[config.mk]
export PLATFORM = sky130hd
export DESIGN_NAME = operand_collector_flat
export DESIGN_NICKNAME = d
export VERILOG_FILES = /design/src/rtl/operand_collector_if.sv /design/src/rtl/operand_collector.sv /design/src/flat_wrapper.sv
export SDC_FILE = /design/constraint.sdc
export NUM_CORES = 1
export LEC_CHECK = 0
export CAP_MARGIN = 20
export CORE_ASPECT_RATIO = 1.25
export CORE_MARGIN = 2
export CORE_UTILIZATION = 45
export DETAILED_ROUTE_END_ITERATION = 10
export GPL_ROUTABILITY_DRIVEN = 0
export PLACE_DENSITY = 0.71
export SLEW_MARGIN = 10
export SYNTH_ARGS = -nofsm -noshare
export SYNTH_HDL_FRONTEND = slang
export SYNTH_SLANG_ARGS = --single-unit
[constraint.sdc]
create_clock -name clk -period 5.9 [get_ports clk]
set_input_delay 0.885 -clock clk [delete_from_list [all_inputs] [get_ports clk]]
set_output_delay 0.885 -clock clk [all_outputs]
set_load 0.05 [all_outputs]
[src/rtl/operand_collector_if.sv]
// Put-stream and bundle-output signals of the operand collector.
// The slave modport is the collector's view; master is the view of its surrounding logic.
interface operand_collector_if #(
  parameter int W     = 8,
  parameter int NSLOT = 3,
  parameter int CW    = $clog2(NSLOT + 1)
);
  logic                 put_valid;
  logic [W-1:0]         put_data;
  logic [CW-1:0]        need;
  logic                 flush;
  logic                 put_ready;
  logic                 bundle_valid;
  logic                 bundle_ready;
  logic [NSLOT*W-1:0]   slot_data;
  logic [NSLOT-1:0]     slot_valid;
  logic [CW-1:0]        count;
  logic                 err_need;

  modport slave (
    input  put_valid, put_data, need, flush, bundle_ready,
    output put_ready, bundle_valid, slot_data, slot_valid, count, err_need
  );

  modport master (
    output put_valid, put_data, need, flush, bundle_ready,
    input  put_ready, bundle_valid, slot_data, slot_valid, count, err_need
  );
endinterface

[src/rtl/operand_collector.sv]
// Collects up to NSLOT operand words into a fill buffer, then hands the finished
// bundle to a double-buffered output register guarded by a valid/ready handshake.
module operand_collector #(
  parameter int W     = 8,
  parameter int NSLOT = 3,
  parameter int CW    = $clog2(NSLOT + 1)
) (
  input logic                  clk,
  input logic                  reset,
  operand_collector_if.slave   bus
);

  typedef enum logic [1:0] {IDLE, FILL, FULL} fillState_t;

  fillState_t           stateQ, stateNext;
  logic [CW-1:0]        countQ, countNext;
  logic [CW-1:0]        needQ, needNext;
  logic [W-1:0]         fillQ [NSLOT];
  logic [W-1:0]         fillNext [NSLOT];
  logic [NSLOT*W-1:0]   outDataQ, outDataNext;
  logic [NSLOT-1:0]     outMaskQ, outMaskNext;
  logic                 outValidQ, outValidNext;
  logic                 errNeedQ, errNeedNext;

  logic                 putReady, accept, xferOk, completes, loadOut, needBad;
  logic [CW-1:0]        needClamp, effNeed;
  logic [W-1:0]         mergedData [NSLOT];
  logic [NSLOT-1:0]     loadMask;
  logic [NSLOT*W-1:0]   loadData;

  assign needBad   = (bus.need == '0) || (bus.need > CW'(NSLOT));
  assign needClamp = needBad ? CW'(NSLOT) : bus.need;
  assign putReady  = !reset && !bus.flush && (stateQ != FULL);
  assign accept    = bus.put_valid && putReady;
  assign xferOk    = !outValidQ || bus.bundle_ready;
  // The bundle length is only known from the incoming need on the first word.
  assign effNeed   = (stateQ == IDLE) ? needClamp : needQ;
  assign completes = accept && ((countQ + CW'(1)) == effNeed);
  assign loadOut   = !bus.flush && xferOk && (completes || (stateQ == FULL));

  // Output image: fill contents plus the word arriving this cycle, unused slots zeroed.
  generate
    for (genvar gi = 0; gi < NSLOT; gi++) begin : gSlot
      assign mergedData[gi] = (accept && (countQ == CW'(gi))) ? bus.put_data : fillQ[gi];
      assign loadMask[gi]   = CW'(gi) < effNeed;
      assign loadData[gi*W +: W] = loadMask[gi] ? mergedData[gi] : '0;
    end
  endgenerate

  always_comb begin
    stateNext    = stateQ;
    countNext    = countQ;
    needNext     = needQ;
    fillNext     = fillQ;
    errNeedNext  = 1'b0;
    outValidNext = outValidQ && !bus.bundle_ready;
    outDataNext  = outDataQ;
    outMaskNext  = outMaskQ;

    if (loadOut) begin
      outValidNext = 1'b1;
      outDataNext  = loadData;
      outMaskNext  = loadMask;
    end

    if (bus.flush) begin
      stateNext = IDLE;
      countNext = '0;
      for (int i = 0; i < NSLOT; i++) fillNext[i] = '0;
    end else begin
      case (stateQ)
        IDLE, FILL: begin
          if (accept) begin
            fillNext[countQ] = bus.put_data;
            if (stateQ == IDLE) begin
              needNext    = needClamp;
              errNeedNext = needBad;
            end
            if (completes && xferOk) begin
              stateNext = IDLE;
              countNext = '0;
            end else begin
              stateNext = completes ? FULL : FILL;
              countNext = countQ + CW'(1);
            end
          end
        end
        FULL: begin
          if (xferOk) begin
            stateNext = IDLE;
            countNext = '0;
          end
        end
        default: stateNext = IDLE;
      endcase
    end
  end

  always_ff @(posedge clk or posedge reset) begin
    if (reset) begin
      stateQ    <= IDLE;
      countQ    <= '0;
      needQ     <= '0;
      outDataQ  <= '0;
      outMaskQ  <= '0;
      outValidQ <= 1'b0;
      errNeedQ  <= 1'b0;
      for (int i = 0; i < NSLOT; i++) fillQ[i] <= '0;
    end else begin
      stateQ    <= stateNext;
      countQ    <= countNext;
      needQ     <= needNext;
      outDataQ  <= outDataNext;
      outMaskQ  <= outMaskNext;
      outValidQ <= outValidNext;
      errNeedQ  <= errNeedNext;
      for (int i = 0; i < NSLOT; i++) fillQ[i] <= fillNext[i];
    end
  end

  assign bus.put_ready    = putReady;
  assign bus.bundle_valid = outValidQ;
  assign bus.slot_data    = outDataQ;
  assign bus.slot_valid   = outMaskQ;
  assign bus.count        = countQ;
  assign bus.err_need     = errNeedQ;

endmodule

[src/flat_wrapper.sv]
// flat-port wrapper written by rule: the top's interface ports become plain ports
module operand_collector_flat 
#(
  parameter int W     = 8,
  parameter int NSLOT = 3,
  parameter int CW    = $clog2(NSLOT + 1)
)
  (clk, reset, bus_put_valid, bus_put_data, bus_need, bus_flush, bus_bundle_ready, bus_put_ready, bus_bundle_valid, bus_slot_data, bus_slot_valid, bus_count, bus_err_need);
  operand_collector_if #(.W(W), .NSLOT(NSLOT), .CW(CW)) bus_i ();
  input logic clk;
  input logic reset;
  input wire logic [$bits(bus_i.put_valid)-1:0] bus_put_valid;
  input wire logic [$bits(bus_i.put_data)-1:0] bus_put_data;
  input wire logic [$bits(bus_i.need)-1:0] bus_need;
  input wire logic [$bits(bus_i.flush)-1:0] bus_flush;
  input wire logic [$bits(bus_i.bundle_ready)-1:0] bus_bundle_ready;
  output wire logic [$bits(bus_i.put_ready)-1:0] bus_put_ready;
  output wire logic [$bits(bus_i.bundle_valid)-1:0] bus_bundle_valid;
  output wire logic [$bits(bus_i.slot_data)-1:0] bus_slot_data;
  output wire logic [$bits(bus_i.slot_valid)-1:0] bus_slot_valid;
  output wire logic [$bits(bus_i.count)-1:0] bus_count;
  output wire logic [$bits(bus_i.err_need)-1:0] bus_err_need;
  assign bus_i.put_valid = bus_put_valid;
  assign bus_i.put_data = bus_put_data;
  assign bus_i.need = bus_need;
  assign bus_i.flush = bus_flush;
  assign bus_i.bundle_ready = bus_bundle_ready;
  assign bus_put_ready = bus_i.put_ready;
  assign bus_bundle_valid = bus_i.bundle_valid;
  assign bus_slot_data = bus_i.slot_data;
  assign bus_slot_valid = bus_i.slot_valid;
  assign bus_count = bus_i.count;
  assign bus_err_need = bus_i.err_need;
  operand_collector #(.W(W), .NSLOT(NSLOT), .CW(CW)) u_core (.clk(clk), .reset(reset), .bus(bus_i));
endmodule
# Yosys cells after proc, flatten, opt, wreduce, memory -nomap -nowiden
# Index checks and enable logic that the tools add are counted.
[op_classes]
n_lt_le_gt_ge = 6
n_bitwise = 2
n_reduce_logical = 30
n_shift = 0
eq_ne = 8
addsub = 1
div_mod_pow = 0
mul = 0
mux = 29
[ops]
columns = ["cell", "count"]
rows = [
  ["$mux W24", 3],
  ["$mux W8", 7],
  ["$bwmux W24", 1],
  ["$mux W2", 10],
  ["$demux W8 S2", 1],
  ["$logic_and A1 B1 Y1", 12],
  ["$pmux W2 S2", 2],
  ["$logic_not A2 Y1", 3],
  ["$ne A3 B2 Y1 const B", 2],
  ["$reduce_and A3 Y1", 2],
  ["$mux W1", 5],
  ["$eq A2 B1 Y1 const B", 2],
  ["$eq A2 B2 Y1 const B", 2],
  ["$logic_not A1 Y1", 4],
  ["$lt A1 B2 Y1 const A", 2],
  ["$reduce_and A2 Y1", 2],
  ["$reduce_bool A2 Y1", 2],
  ["$ge A3 B3 Y1 const B", 1],
  ["$logic_or A1 B1 Y1", 3],
  ["$lt A3 B1 Y1 const B", 1],
  ["$not A2 Y3", 1],
  ["$reduce_bool A3 Y1", 1],
  ["$add A2 B1 Y2 const B", 1],
  ["$eq A2 B2 Y1", 1],
  ["5 further kinds", 5],
]
[totals]
wordCells = 86
output_inout_bits = 32
input_bits = 15
ram_bits = 0
latch_bits = 0
register_bits = 59
romBits = 0
mem_count = 0

# Logic depth before layout (Yosys ltp)
# Gate-level depths: netlist of run 1.
[logic_depth]
word_depth = 11
ltp_mapped = 9
depth_no_buf = 7

# Worst setup path before layout of run 1
# Ideal clock, no wire load.
[synth_path]
path_kind = "input-to-output"
from = "in bus_flush"
to = "out bus_put_ready"
n_path_buf = 1
path_slack_ns = 2.846
stages = 2
required_ns = 5.015
arrival_time_ns = 2.169
path_cell_list = "clkbuf_1 > nor3_1"
[synth_between]
elab_chain_cells = 3
[synth_rtl]
columns = ["item", "line_no", "source"]
rows = [
  ["start: declaration", "flat_wrapper.sv:15", "input wire logic [$bits(bus_i.flush)-1:0] bus_flush;"],
  ["$logic_not A1 Y1", "operand_collector.sv:33", "assign putReady = !reset && !bus.flush && (stateQ != FULL);"],
  ["$logic_and A1 B1 Y1 (2 in series)", "operand_collector.sv:33", ""],
  ["end: declaration", "flat_wrapper.sv:17", "output wire logic [$bits(bus_i.put_ready)-1:0] bus_put_ready;"],
]
# Every way passes these cells.

# Final worst setup path of run 1
# Ends and elaborated chain as after synthesis.

==> flow_summary.json, run 1 <==
{
  "clock_skew_ns": 0.00458,
  "hold_class": "reg2reg",
  "clk_path_buf_depth": 2,
  "syn_nets": 286,
  "cts_resized": 0,
  "fin_hold_ws_ns": 0.488,
  "ir_drop_uv": 143,
  "drive_above_1_share_pct": 13.8,
  "synth-async-reset-ratio_pct": 100,
  "yosysWarnings": 0,
  "cts-root-buf": "clkbuf_8",
  "die_width_um": 75.4,
  "final_common_cell": "dfrtp_1",
  "fmax_mhz": 260,
  "synth_top_area_share_pct": 51.4,
  "ys_seq_elements": 59,
  "post_cts_buffers": 0,
  "hold_violations": 0,
  "setup_viol": 0,
  "ys.flop_type": "dfrtp_1",
  "cts_hold_buf": 0,
  "overflow": 0,
  "setup_slack_ns": 2.05,
  "grt_pass1_wl_um": 10800,
  "worstSetupStartpointType": "input pin",
  "rsz0062_at_grt": "false",
  "yosysUniqueCellTypes": 37,
  "yosysTopAreaCell": "dfrtp_1",
  "crit_path_end_kind": "output port",
  "antenna_found_initial": 0,
  "fin_crit_sh_pct": 65.2,
  "yosys-top-cells-area": "dfrtp_1, mux2i_1, nand2_1, mux2_4, o21ai_0",
  "syn_area_per_cell_um2": 10.7,
  "dp_cells": 387,
  "htree_levels": 3,
  "critPathArrivalTime_ns": 2.96,
  "finalMaxSlewViolations": 0,
  "finalNetCount": 331,
  "grt_pass1_vias": 2084,
  "synthToLayoutAreaGrowth_pct": 23.9,
  "die_h_um": 93.3,
  "status": "complete, no violations",
  "worstSkewPairLatency_ns": 0.34,
  "drt_iter0_drc": 214,
  "drtPass1Iterations": 4,
  "core-area_um2": 6170,
  "stdcell_count": 403,
  "numCtsBuffers": 9,
  "final_cell_mix": "dfrtp_1, clkdlybuf4s50_1, nand2_1",
  "critPathMaxFanout": 24,
  "slew_headroom_pct": 32.8,
  "num_vias": 2117,
  "io_buffer_count": 46,
  "power_leakage_nw": 1.59,
  "cts.sinks": 59,
  "wirelength_um": 6530,
  "maxCapViolCount": 0,
  "synth.yosys.seq_area_share_pct": 51.4,
  "track_usage_pct": 21.0,
  "start_util_pct": 46.6,
  "netlist_area_um2": 2870,
  "wl_per_cell_um": 16.2,
  "syn_inst": 268,
  "antenna_cells": 0,
  "die_area_um2": 7040,
  "cts.clk_slew.worst_paths_ns": 0.07,
  "post-route-min-period_ns": 3.85,
  "vias_per_cell": 5.25,
  "p_per_area_nw_per_um2": 273,
  "synth_edf_count": 0,
  "worst_pin_slew_ns": 1.00,
  "rows": 32,
  "ios": 47,
  "grt_max_degree": 31,
  "tns_ns": 0,
  "cp_data_required_time_ns": 5.02,
  "pre_cts_slack_ns": 1.90,
  "drc_errors": 0,
  "drtAntennaViolNets": 0,
  "cts_tree": "done",
  "place_hpwl_um": 4350,
  "crit_type": "in2out"
}
## worst max-delay path, cell delays in order
cell             delay, ns
clkdlybuf4s50_1       0.89
nor3_1                0.34
clkdlybuf4s50_1       0.84
## Yosys cell counts, types with 3 or more instances
cell type	n
nand2_1	43
o2bb2ai_1	8
mux2_4	9
clkbuf_1	8
nor2_1	24
nand3_1	4
dfrtp_1	59
mux2_2	7
mux2i_1	26
o21ai_0	19
ha_1	3
a21oi_1	18
inv_1	7
## through the flow
| stage | cell area [um2] | util [%] | power [mW] |
|---|---|---|---|
| after floorplan | 2870 | - | 0.554 |
| after global placement | 3360 | 54.5 | 0.611 |
| after detailed placement | 3360 | 54.5 | 0.614 |
| after CTS | 3560 | 57.7 | 0.978 |
| after global routing | 3560 | 57.7 | 1.01 |
| final | 3560 | 57.7 | 0.971 |
## cell families after synthesis
logic type / share of synthesized area, %
buf+inv: 3.92
xor+xnor: 0.610
flops: 51.4
fa+ha+maj: 1.31
simple gates: 14.6
mux: 16.5
compound gates: 11.6
## area by class of cell
cell class	instances	area (um2)
Fill cell	567	2610
Sequential cell	59	1480
Multi-Input combinational cell	188	1280
Timing Repair Buffer	48	473
Clock buffer	11	141
Tap cell	85	106
Clock inverter	5	52.6
Inverter	7	26.3
## report_power, final
part	switching, mW	total (mW)	internal, mW
Combinational	0.107	0.168	0.0609
Clock	0.162	0.366	0.204
Sequential	0.0131	0.438	0.424
Total	0.282	0.971	0.690
## state kept, by name, indices dropped and copies added (netlist names)
register	flops
u_core.fillQ	24
u_core.needQ	2
u_core.stateQ	2
u_core.bus.err_need	1
u_core.bus.bundle_valid	1
u_core.bus.slot_valid	3
u_core.bus.slot_data	24
u_core.bus.count	2
## path summary, 6_finish.rpt
check                                                startpoint                                    to  slack [ns]  depth (start not counted)
min                        u_core.bus.slot_valid[2]$_DFFE_PP0P_  u_core.bus.slot_valid[2]$_DFFE_PP0P_        0.49                          1
max                                                   bus_flush                         bus_put_ready        2.05                          3
max in group asynchronous                                 reset  u_core.bus.slot_data[10]$_DFFE_PP0P_        3.89                          3
min reg2reg                u_core.bus.slot_valid[2]$_DFFE_PP0P_  u_core.bus.slot_valid[2]$_DFFE_PP0P_        0.49                          1
min in group asynchronous                                 reset          u_core.fillQ[19]$_DFFE_PP0P_        1.19                          2
max reg2reg                        u_core.stateQ[1]$_DFFE_PP0P_  u_core.bus.slot_data[10]$_DFFE_PP0P_        2.75                          5
## routing by layer
layer | wire (um) | global-route usage [%]
met5 | 0 | 0
met4 | 125 | 9.80
met3 | 261 | 5.06
met2 | 3150 | 31.5
met1 | 3000 | 28.4
Note: power is estimated with default switching activity, not from simulation.
==> inputs of run 2 (changes only) <==
==> constraint.sdc (replaced) <==
create_clock -name clk -period 3.9 [get_ports clk]
set_input_delay 0.585 -clock clk [delete_from_list [all_inputs] [get_ports clk]]
set_output_delay 0.585 -clock clk [all_outputs]
set_load 0.05 [all_outputs]
==> run 2 against run 1 <==
Net effect:
- sequential share of layout area fell by 0.39 points
- worst setup slack got worse by 1.0 ns
- core utilization rose by 0.55 points
- total power rose by 48%
- register-to-register slack got worse by 1.6 ns
- hold slack improved by 0.014 ns
- via count fell by 0.52%
- flip-flop and latch count did not move
- clock skew rose by 0.0040 ns
- die area did not move
- combinational power rose by 51%
- cell area rose by 0.95%
==> flow_summary.json, run 2 (synthesis gave the netlist of run 1 again) <==
{
  "pwr-share-clk_pct": 36.0,
  "grt_pass1_wl_um": 10300,
  "grt_util_met1_pct": 27.7,
  "grt_max_degree": 25,
  "drt_iter0_drc": 137,
  "wl_per_cell_um": 15.4,
  "overflow": 0,
  "die_area_um2": 7040,
  "ios": 47,
  "drtAntennaViolNets": 0,
  "stdcell_count": 409,
  "fmax_mhz": 350,
  "start_util_pct": 46.6,
  "ir_drop_uv": 218,
  "cp_data_required_time_ns": 3.31,
  "wirelength_um": 6290,
  "drive_above_1_share_pct": 14.8,
  "worstSetupStartpointType": "input pin",
  "hold_class": "reg2reg",
  "dp_cells": 394,
  "cts.clk_slew.worst_paths_ns": 0.06,
  "power_leakage_nw": 1.62,
  "setup_viol": 0,
  "cts_tree": "done",
  "track_usage_pct": 19.8,
  "clock_skew_ns": 0.00859,
  "cts_hold_buf": 0,
  "clk_path_buf_depth": 2,
  "p_switching_mw": 0.408,
  "num_vias": 2106,
  "core-area_um2": 6170,
  "antenna_cells": 0,
  "rsz0062_at_grt": "false",
  "maxCapViolCount": 0,
  "crit_type": "in2out",
  "grt_pass1_vias": 2075,
  "grtUsageMet2_pct": 29.1,
  "worst_pin_slew_ns": 0.904,
  "power_frac_comb_pct": 17.7,
  "io_buffer_count": 46,
  "numCtsBuffers": 9,
  "critPathArrivalTime_ns": 2.27,
  "cts_resized": 0,
  "critPathMaxFanout": 9,
  "seq_power_share_pct": 46.3,
  "crit_path_end_kind": "output port",
  "htree_levels": 3,
  "p_per_area_nw_per_um2": 400,
  "die_h_um": 93.3,
  "drc_errors": 0,
  "antenna_found_initial": 0,
  "post-route-min-period_ns": 2.86,
  "final_common_cell": "dfrtp_1",
  "finalNetCount": 338,
  "hold_violations": 0,
  "finalMaxSlewViolations": 0,
  "rows": 32,
  "power.internal_mw": 1.03,
  "die_width_um": 75.4,
  "cts.sinks": 59,
  "post_cts_buffers": 0,
  "fin_crit_sh_pct": 73.2,
  "final_cell_mix": "dfrtp_1, clkdlybuf4s50_1, nand2_1",
  "tns_ns": 0,
  "cts-root-buf": "clkbuf_8",
  "slew_headroom_pct": 39.4,
  "vias_per_cell": 5.15,
  "place_hpwl_um": 4330,
  "synthToLayoutAreaGrowth_pct": 25.1,
  "drtPass1Iterations": 4,
  "worstSkewPairLatency_ns": 0.33,
  "swShare_pct": 28.5,
  "grt_use_met3_pct": 5.82,
  "status": "complete, no violations",
  "grt_busiest_layer": "met2"
}
==> run 2: cell count changes in the layout (fill, tap and decap cells not counted), sizes merged <==
cell	delta
clkinv	-1
clkinvlp	-1
buf	+7
clkbuf	+1
==> run 2: worst paths after layout <==
kind	slack [ns]	depth (start not counted)	from	to
min	0.50	1	u_core.bus.slot_data[22]$_DFFE_PP0P_	u_core.bus.slot_data[22]$_DFFE_PP0P_
max reg2reg	1.19	7	u_core.stateQ[1]$_DFFE_PP0P_	u_core.fillQ[16]$_DFFE_PP0P_
min in group asynchronous	0.76	2	reset	u_core.bus.slot_valid[0]$_DFFE_PP0P_
max in group asynchronous	2.54	3	reset	u_core.fillQ[13]$_DFFE_PP0P_
max	1.04	3	bus_flush	bus_put_ready
min reg2reg	0.50	1	u_core.bus.slot_data[22]$_DFFE_PP0P_	u_core.bus.slot_data[22]$_DFFE_PP0P_
==> run 2: cell type report <==
cell class,instances,area [um2]
Clock buffer,12,135
Clock inverter,3,40.0
Fill cell,562,2570
Inverter,7,26.3
Multi-Input combinational cell,188,1280
Sequential cell,59,1480
Tap cell,85,106
Timing Repair Buffer,55,526
==> run 2: worst max-delay path: stages <==
cell and delay [ns]:
clkdlybuf4s50_1 0.60, nor3_1 0.25, clkdlybuf4s50_1 0.83
==> run 2: power groups by stage <==
stage,Sequential [mW],Clock [mW],Combinational (mW)
2_1_floorplan,0.745,0,0.0927
3_3_place_gp,0.675,0,0.254
3_5_place_dp,0.676,0,0.256
5_1_grt,0.667,0.549,0.273
4_1_cts,0.665,0.523,0.257
6_report,0.664,0.516,0.254
==> run 2: routing by layer <==
metal  share of wire (%)  vias to the layer above
li1                    -                     1029
met1                  46                     1027
met2                  48                       42
met3                 3.6                        8
met4                 1.7                        0
met5                   0                        -
==> run 2: stage by stage <==
stage | utilization (%) | hold WS, ns | area (um2) | setup slack, ns | total power [mW]
2_1_floorplan | - | 0.486 | 2870 | 1.45 | 0.838
3_3_place_gp | 55.3 | 0.490 | 3410 | 0.818 | 0.928
3_5_place_dp | 55.4 | 0.479 | 3420 | 0.793 | 0.932
4_1_cts | 58.2 | 0.503 | 3590 | 1.04 | 1.44
5_1_grt | 58.2 | 0.517 | 3590 | 0.840 | 1.49
6_report | 58.2 | 0.502 | 3590 | 1.04 | 1.43
==> inputs of run 3 (changes only) <==
--- a/config.mk
+++ b/config.mk
@@ -11,7 +11,7 @@
 export CORE_UTILIZATION = 45
 export DETAILED_ROUTE_END_ITERATION = 10
 export GPL_ROUTABILITY_DRIVEN = 0
-export PLACE_DENSITY = 0.71
+export PLACE_DENSITY = 0.74
 export SLEW_MARGIN = 10
 export SYNTH_ARGS = -nofsm -noshare
 export SYNTH_HDL_FRONTEND = slang
==> constraint.sdc (replaced) <==
create_clock -name clk -period 2.56 [get_ports clk]
set_input_delay 0.384 -clock clk [delete_from_list [all_inputs] [get_ports clk]]
set_output_delay 0.384 -clock clk [all_outputs]
set_load 0.05 [all_outputs]
==> run 3 against run 2 <==
Net effect:
- die area did not move
- highest routed layer unchanged
- largest cell class unchanged
- critical path depth is 5 higher
- final cell count increased by 2.7%
- combinational power is 60% higher
- clock power grew 86%
- clock skew is 0.0019 ns lower
- clock-buffer cell count down 1
- register-to-register slack worse by 0.93 ns
- first-iteration DRC count up 45%
- sequential power up 52%
==> flow_summary.json, run 3 (synthesis gave the netlist of run 1 again) <==
{
  "die_width_um": 75.4,
  "fin_crit_sh_pct": 90.3,
  "cts-root-buf": "clkbuf_8",
  "die_h_um": 93.3,
  "ios": 47,
  "antenna_found_initial": 0,
  "power_leakage_nw": 1.71,
  "placement.cell_area_um2": 3530,
  "critPathArrivalTime_ns": 2.53,
  "rows": 32,
  "core-area_um2": 6170,
  "final_cell_mix": "dfrtp_1, clkdlybuf4s50_1, nand2_1",
  "critPathBufInv": 2,
  "tns_ns": 0,
  "drtAntennaViolNets": 0,
  "numCtsBuffers": 9,
  "die_area_um2": 7040,
  "drive_above_1_share_pct": 18.8,
  "maxCapViolCount": 0,
  "cts.clk_slew.worst_paths_ns": 0.07,
  "cts.sinks": 59,
  "final_common_cell": "dfrtp_1",
  "post_cts_buffers": 0,
  "drt_iter0_drc": 198,
  "place_hpwl_um": 4510,
  "drc_errors": 0,
  "grt_pass1_wl_um": 10800,
  "fin_total_pwr_mw": 2.38,
  "p_per_area_nw_per_um2": 633,
  "p_switching_mw": 0.645,
  "fmax_mhz": 433,
  "final_cell_area_um2": 3750,
  "ir_drop_uv": 356,
  "antenna_cells": 0,
  "critPathMaxFanout": 14,
  "cp_top_family": "simple AND/OR/NAND/NOR gates",
  "finalNetCount": 348,
  "grt_pass1_vias": 2192,
  "seq_power_share_pct": 42.5,
  "overflow": 0,
  "setup_viol": 0,
  "crit_slowest_cell": "or4b_1",
  "cts_hold_buf": 0,
  "clock_skew_ns": 0.00667,
  "synthToLayoutAreaGrowth_pct": 30.8,
  "worstSetupStartpointType": "input pin",
  "track_usage_pct": 20.5,
  "cts_tree": "done",
  "drtPass1Iterations": 4,
  "htree_levels": 3,
  "pwr-share-clk_pct": 40.4,
  "slew_headroom_pct": 66.5,
  "swShare_pct": 27.2,
  "clk_path_buf_depth": 2,
  "power_frac_comb_pct": 17.1,
  "io_buffer_count": 46,
  "wirelength_um": 6500,
  "cts_resized": 0,
  "finalMaxSlewViolations": 0,
  "cpPeakStageDelay_ns": 0.53,
  "power.internal_mw": 1.73,
  "status": "complete, no violations",
  "start_util_pct": 46.6,
  "rsz0062_at_grt": "false",
  "crit_type": "in2reg",
  "crit_path_end_kind": "flop",
  "hold_violations": 0,
  "hold_class": "reg2reg",
  "cp_data_required_time_ns": 2.78,
  "worst_pin_slew_ns": 0.501,
  "crit_path_cell_trace": "clkdlybuf4s50_1 > or4b_1 > o21ai_2 > xnor2_1 > and3_4 > o211ai_4 > buf_12 > mux2_2",
  "vias_per_cell": 5.20,
  "num_vias": 2182,
  "grt_max_degree": 40,
  "post-route-min-period_ns": 2.31,
  "wl_per_cell_um": 15.5,
  "worstSkewPairLatency_ns": 0.34
}
## run 3: power by group through the flow
stage               Combinational [mW]  Sequential [mW]  Clock (mW)
detailed placement               0.409             1.03           0
global route                     0.435             1.01        1.02
floorplan                        0.141             1.14           0
finish                           0.406             1.01       0.961
CTS                              0.410             1.01       0.976
global placement                 0.402             1.03           0
## run 3: layout make-up
cell class / instances / area [um2]
Fill cell: 529 / 2410
Sequential cell: 59 / 1480
Multi-Input combinational cell: 188 / 1280
Timing Repair Buffer: 65 / 638
Clock buffer: 11 / 151
Tap cell: 85 / 106
Clock inverter: 5 / 75.1
Inverter: 7 / 26.3
## run 3: per-layer routing
layer | GRT usage, % | vias up | part of all wire, %
li1 | - | 1048 | -
met1 | 28.6 | 1075 | 46
met2 | 30.4 | 50 | 48
met3 | 6.03 | 9 | 4.4
met4 | 7.16 | 0 | 1.5
met5 | 0 | - | 0
## run 3: path summary, 6_finish.rpt
kind	startpoint	endpoint	slack [ns]	cells after the start
max	bus_need[0]	u_core.bus.slot_data[9]$_DFFE_PP0P_	0.25	8
min in group asynchronous	reset	u_core.fillQ[6]$_DFFE_PP0P_	0.61	3
max reg2reg	u_core.stateQ[0]$_DFFE_PP0P_	u_core.bus.slot_data[9]$_DFFE_PP0P_	0.26	7
max in group asynchronous	reset	u_core.bus.slot_data[9]$_DFFE_PP0P_	1.40	4
min reg2reg	u_core.bus.slot_data[16]$_DFFE_PP0P_	u_core.bus.slot_data[16]$_DFFE_PP0P_	0.49	1
min	u_core.bus.slot_data[16]$_DFFE_PP0P_	u_core.bus.slot_data[16]$_DFFE_PP0P_	0.49	1
## run 3: stage by stage
step	utilization (%)	cells	hold slack [ns]	setup WS, ns
final	60.9	420	0.493	0.249
after global routing	60.9	420	0.513	0.130
after CTS	60.9	420	0.498	0.246
after detailed placement	57.2	404	0.478	-0.0908
after global placement	57.2	404	0.486	-0.0312
after floorplan	-	268	0.486	0.193
